==> src/rtl/store_align_unit.sv <==
// Store alignment unit: turns a byte-addressed store of width 1/2/4/8 bytes
// into one or two bus-aligned write beats with byte-lane masks, and reports
// completion (or rejection) with a single-cycle done pulse.
module store_align_unit #(
  parameter int XLEN           = 64,
  parameter bit ALLOW_MISALIGN = 1'b1
) (
  input  logic              clk,
  input  logic              rstn,
  input  logic              req_valid,
  output logic              req_ready,
  input  logic [XLEN-1:0]   req_addr,
  input  logic [XLEN-1:0]   req_wdata,
  input  logic [2:0]        req_width,
  output logic              mem_valid,
  input  logic              mem_ready,
  output logic [XLEN-1:0]   mem_addr,
  output logic [XLEN-1:0]   mem_wdata,
  output logic [XLEN/8-1:0] mem_wmask,
  output logic              done,
  output logic              err
);

  localparam int BW = XLEN / 8;
  localparam int OW = $clog2(BW);
  // Wide enough to hold a byte count up to 2*BW.
  localparam int SW = $clog2(2 * BW) + 1;

  typedef enum logic [1:0] {IDLE, BEAT0, BEAT1, RESP} state_t;

  state_t state_reg, state_next;

  logic [XLEN-1:0]   addr_reg;
  logic [2*BW-1:0]   mask_reg;
  logic [2*XLEN-1:0] data_reg;
  logic              split_reg;
  logic              err_reg;

  logic [SW-1:0]     size;
  logic              illegal;
  logic [OW-1:0]     off;
  logic [2*BW-1:0]   base_mask;
  logic [2*BW-1:0]   mask_new;
  logic [2*XLEN-1:0] data_new;
  logic              split_new;
  logic              reject_new;
  logic              accept;

  // Width code to byte count; code 000 is the only illegal encoding.
  always_comb begin
    size    = '0;
    illegal = 1'b0;
    case (req_width)
      3'b001:         size = SW'(8);
      3'b010, 3'b101: size = SW'(4);
      3'b011, 3'b110: size = SW'(2);
      3'b100, 3'b111: size = SW'(1);
      default:        illegal = 1'b1;
    endcase
  end

  // Unshifted mask of 'size' ones, built bit by bit so any XLEN works.
  generate
    for (genvar gi = 0; gi < 2 * BW; gi++) begin : g_base_mask
      assign base_mask[gi] = (SW'(gi) < size);
    end
  endgenerate

  assign off        = req_addr[OW-1:0];
  assign mask_new   = base_mask << off;
  assign data_new   = {{XLEN{1'b0}}, req_wdata} << {off, 3'b000};
  assign split_new  = |mask_new[2*BW-1:BW];
  assign reject_new = illegal | (split_new & !ALLOW_MISALIGN);
  assign accept     = req_valid & (state_reg == IDLE);

  // State register; reset drops any in-flight transfer without a response.
  always_ff @(posedge clk or negedge rstn) begin
    if (!rstn) state_reg <= IDLE;
    else       state_reg <= state_next;
  end

  // Next-state decode; mem_ready only matters while a beat is presented.
  always_comb begin
    state_next = state_reg;
    case (state_reg)
      IDLE:    if (req_valid) state_next = reject_new ? RESP : BEAT0;
      BEAT0:   if (mem_ready) state_next = split_reg ? BEAT1 : RESP;
      BEAT1:   if (mem_ready) state_next = RESP;
      RESP:    state_next = IDLE;
      default: state_next = IDLE;
    endcase
  end

  // Snapshot of both beats at acceptance so later req_* changes are ignored.
  always_ff @(posedge clk or negedge rstn) begin
    if (!rstn) begin
      addr_reg  <= '0;
      mask_reg  <= '0;
      data_reg  <= '0;
      split_reg <= 1'b0;
      err_reg   <= 1'b0;
    end else if (accept) begin
      addr_reg  <= {req_addr[XLEN-1:OW], {OW{1'b0}}};
      mask_reg  <= mask_new;
      data_reg  <= data_new;
      split_reg <= split_new;
      err_reg   <= reject_new;
    end
  end

  // Bus outputs are decoded from state; everything reads zero with no beat.
  always_comb begin
    mem_addr  = '0;
    mem_wdata = '0;
    mem_wmask = '0;
    case (state_reg)
      BEAT0: begin
        mem_addr  = addr_reg;
        mem_wdata = data_reg[XLEN-1:0];
        mem_wmask = mask_reg[BW-1:0];
      end
      BEAT1: begin
        mem_addr  = addr_reg + XLEN'(BW);
        mem_wdata = data_reg[2*XLEN-1:XLEN];
        mem_wmask = mask_reg[2*BW-1:BW];
      end
      default: ;
    endcase
  end

  assign req_ready = (state_reg == IDLE);
  assign mem_valid = (state_reg == BEAT0) || (state_reg == BEAT1);
  assign done      = (state_reg == RESP);
  assign err       = (state_reg == RESP) & err_reg;

endmodule

==> config.mk <==
export PLATFORM = sky130hd
export DESIGN_NAME = store_align_unit
export DESIGN_NICKNAME = d
export VERILOG_FILES = /design/src/rtl/store_align_unit.sv
export SDC_FILE = /design/constraint.sdc
export NUM_CORES = 1
export LEC_CHECK = 0
export BUFFER_PORTS_ARGS = -buffer_cell sky130_fd_sc_hd__buf_2
export CAP_MARGIN = 20
export CORE_ASPECT_RATIO = 1.75
export CORE_MARGIN = 8
export CORE_UTILIZATION = 50
export CTS_CLUSTER_SIZE = 28
export DETAILED_ROUTE_END_ITERATION = 8
export PLACE_DENSITY = 0.81
export SYNTH_ARGS = -nofsm -noshare
export SYNTH_HDL_FRONTEND = slang
export SYNTH_SLANG_ARGS = --single-unit
==> constraint.sdc <==
create_clock -name clk -period 3.5 [get_ports clk]
set_input_delay 0.875 -clock clk [delete_from_list [all_inputs] [get_ports clk]]
set_output_delay 0.875 -clock clk [all_outputs]
set_load 0.01 [all_outputs]
==> results.json <==
{
  "p_seq_frac": 0.360,
  "yosysTopAreaCell": "dfrtp_1",
  "wire_per_inst_um": 23.22,
  "post_synth.cell_area_avg_um2": 8.395,
  "intPower_mw": 6.770,
  "cts_buffers": 21,
  "switchingPower_mw": 5.054,
  "maxSlewViolCount": 0,
  "comb_power_share": 0.442,
  "netlist_instances": 1458,
  "clockBufferDepth": 3,
  "first_iter_violations": 1114,
  "crit_type": "flop to output pin",
  "route.detailed.drc": 0,
  "synth_top_area_share": 0.4110,
  "initial_core_util": 0.5028,
  "synth_common_cells": "nand2_1 (291), dfrtp_1 (201), o21ai_0 (157)",
  "worst_slew_pin_slew_ns": 0.9953,
  "via_per_inst": 6.230,
  "synthFlopType": "dfrtp_1",
  "setup_viol_count_final": 0,
  "synth-async-reset-ratio": 1.000,
  "p_clk_frac": 0.198,
  "area_delta_synth_final_pct": 23.43,
  "hold_viol": 0,
  "switching_share": 0.4274,
  "dieArea_um2": 29940,
  "grtUsageTotal": 0.2994,
  "tritoncts": "yes",
  "htreeDepth": 1,
  "maxCapViolations": 0,
  "finish.utilization": 0.6206,
  "worstPathCellList": "nand3_2 -> nor4_4 -> buf_6 -> nand3_4 -> or4_1 -> nand3_1 -> buf_2",
  "cpMaxStageDelayCell": "or4_1",
  "cp-end-kind": "output pin",
  "status": "finished clean",
  "die_w_um": 134.3,
  "final_cell_area_um2": 15110,
  "worstPathRequired_ns": 2.62,
  "ys_ff_latch": 201,
  "worstPathBufferInverterCount": 2,
  "layout.cells.non_filler": 2027,
  "fin_nets": 1843,
  "ctsRootBufferMaster": "clkbuf_16",
  "dp_cells": 1958,
  "io_pins": 275,
  "cp.arrival_ns": 2.62,
  "antenna_found_initial": 2,
  "ys_seq_area_frac": 0.4110,
  "clk_pin_slew_ns": 0.06,
  "largest_register_ffs": 120,
  "antenna_left": 0,
  "synth_edf_count": 0,
  "cts_num_sinks": 201,
  "clk_latency_ns": 0.51,
  "dp_hpwl_mm": 33.68,
  "grt_pass1_wl_mm": 70.42,
  "grt_overflow": 0,
  "min_period_over_period": 0.9999,
  "dpl_cell_area_um2": 13950,
  "slowest_delay_ns": 0.51,
  "relSlewSlack": 0.3351,
  "skew_ns": 0.006386,
  "grt_setup_unrepaired": "true",
  "cp_top_family": "simple AND/OR/NAND/NOR gates",
  "grt_pass1_vias": 12500,
  "max_freq_ghz": 0.2857,
  "period_minus_slack_ns": 3.500,
  "hp-class": "primary input to asynchronous set/reset pin",
  "core_area_um2": 24340,
  "powerDensity_nw_per_um2": 782.6,
  "num_vias": 12630,
  "fillers": 2137,
  "grt_start_max_net_pins": 79,
  "n_antenna_cell": 0,
  "leakagePower_nw": 7.313,
  "synth.most_common_cell": "nand2_1",
  "portBuffers": 271,
  "synth_warnings": 0,
  "gp_congestion": 0.9688,
  "firstDrtPassIters": 5,
  "netlist_area_um2": 12240,
  "drive_above_1_share": 0.2758,
  "critPathLaunchType": "flop",
  "die_h_um": 223.0,
  "synth_area_leaders": "dfrtp_1 (41%), nand2_1 (8.9%), a22o_1 (7.8%)",
  "fp-row-count": 76,
  "ir_worst_vdd_mv": 0.5819,
  "ys_types": 60,
  "finalWirelength_mm": 47.06,
  "cp_max_fo": 10
}
cells in the final DEF, fill, tap and decap left out, types with 18 or more instances in the layout:
cell,count
nand2_1,287
buf_2,270
dfrtp_1,185
o21ai_0,155
a22o_1,109
nor2_1,107
a21oi_1,75
buf_4,60
mux2i_1,50
mux2_2,42
a31oi_1,35
nand4_1,30
inv_1,23
clkbuf_16,22
a221oi_1,18
final timing paths:
check | start | endpoint | slack (ns) | cells after the start
worst min-delay path | rstn | data_reg[5] | 0.34 | 1
worst max-delay path | addr_reg[24] | mem_addr[61] | 0.0003 | 7
worst min register to register | err_reg | err_reg | 0.47 | 2
min in group clk | err_reg | err_reg | 0.47 | 2
max in group asynchronous | rstn | addr_reg[20] | 2.32 | 2
worst max register to register | state_reg[1] | mask_reg[14] | 1.37 | 6
cell families after synthesis:
group           count (synthesis)  synth area share
mux                            92           0.07953
buf+inv                       152           0.05030
simple gates                  551            0.2102
other cells                     1         0.0003064
fa+ha+maj                       5          0.005111
compound gates                456            0.2436
flops                         201            0.4110
metrics by stage:
stage | setup TNS [ns] | power, mW | setup WS [ns] | hold slack [ns]
2_1_floorplan | 0 | 7.073 | 0.4579 | 0.4385
3_3_place_gp | 0 | 8.948 | 0.3099 | 0.4571
3_5_place_dp | 0 | 9.094 | 0.2419 | 0.4580
4_1_cts | 0 | 11.61 | 0.02232 | 0.3549
5_1_grt | -0.3864 | 12.53 | -0.08214 | 0.3751
6_report | 0 | 11.82 | 0.0002591 | 0.3445
power groups by stage:
stage / clock network [mW] / logic [mW] / registers (mW)
global placement: 0 / 4.79 / 4.16
CTS: 2.36 / 5.04 / 4.22
global route: 2.46 / 5.69 / 4.38
finish: 2.34 / 5.23 / 4.26
floorplan: 0 / 3.18 / 3.89
detailed placement: 0 / 4.87 / 4.22
layout make-up:
type	count	area (um^2)	area share
clock inverters	8	103.9	0.006874
flip-flops and latches	201	5050	0.3343
well taps	312	390.4	0.02584
clock buffers	27	598.1	0.03959
repair buffers	348	2146	0.1420
inverters	23	86.33	0.005715
multi-input cells	1108	6733	0.4457
per-layer routing:
metal | track usage | share of wire | vias up
li1 | - | - | 5756
met5 | 0 | 0.00068 | -
met2 | 0.5197 | 0.51 | 669
met4 | 0.2155 | 0.077 | 4
met3 | 0.05405 | 0.074 | 183
met1 | 0.3183 | 0.34 | 6016
what timing repair did:
| item | 4_1_cts | 5_1_grt |
|---|---|---|
| gates cloned | 2 | 1 |
| resized for setup | 18 | 28 |
| setup buffers | 8 | 23 |
| pin swaps | 7 | 9 |
| endpoints found under the setup margin | 114 | 40 |
| hold buffers | 0 | 0 |
No activity file was read; power rests on OpenSTA's default activity.
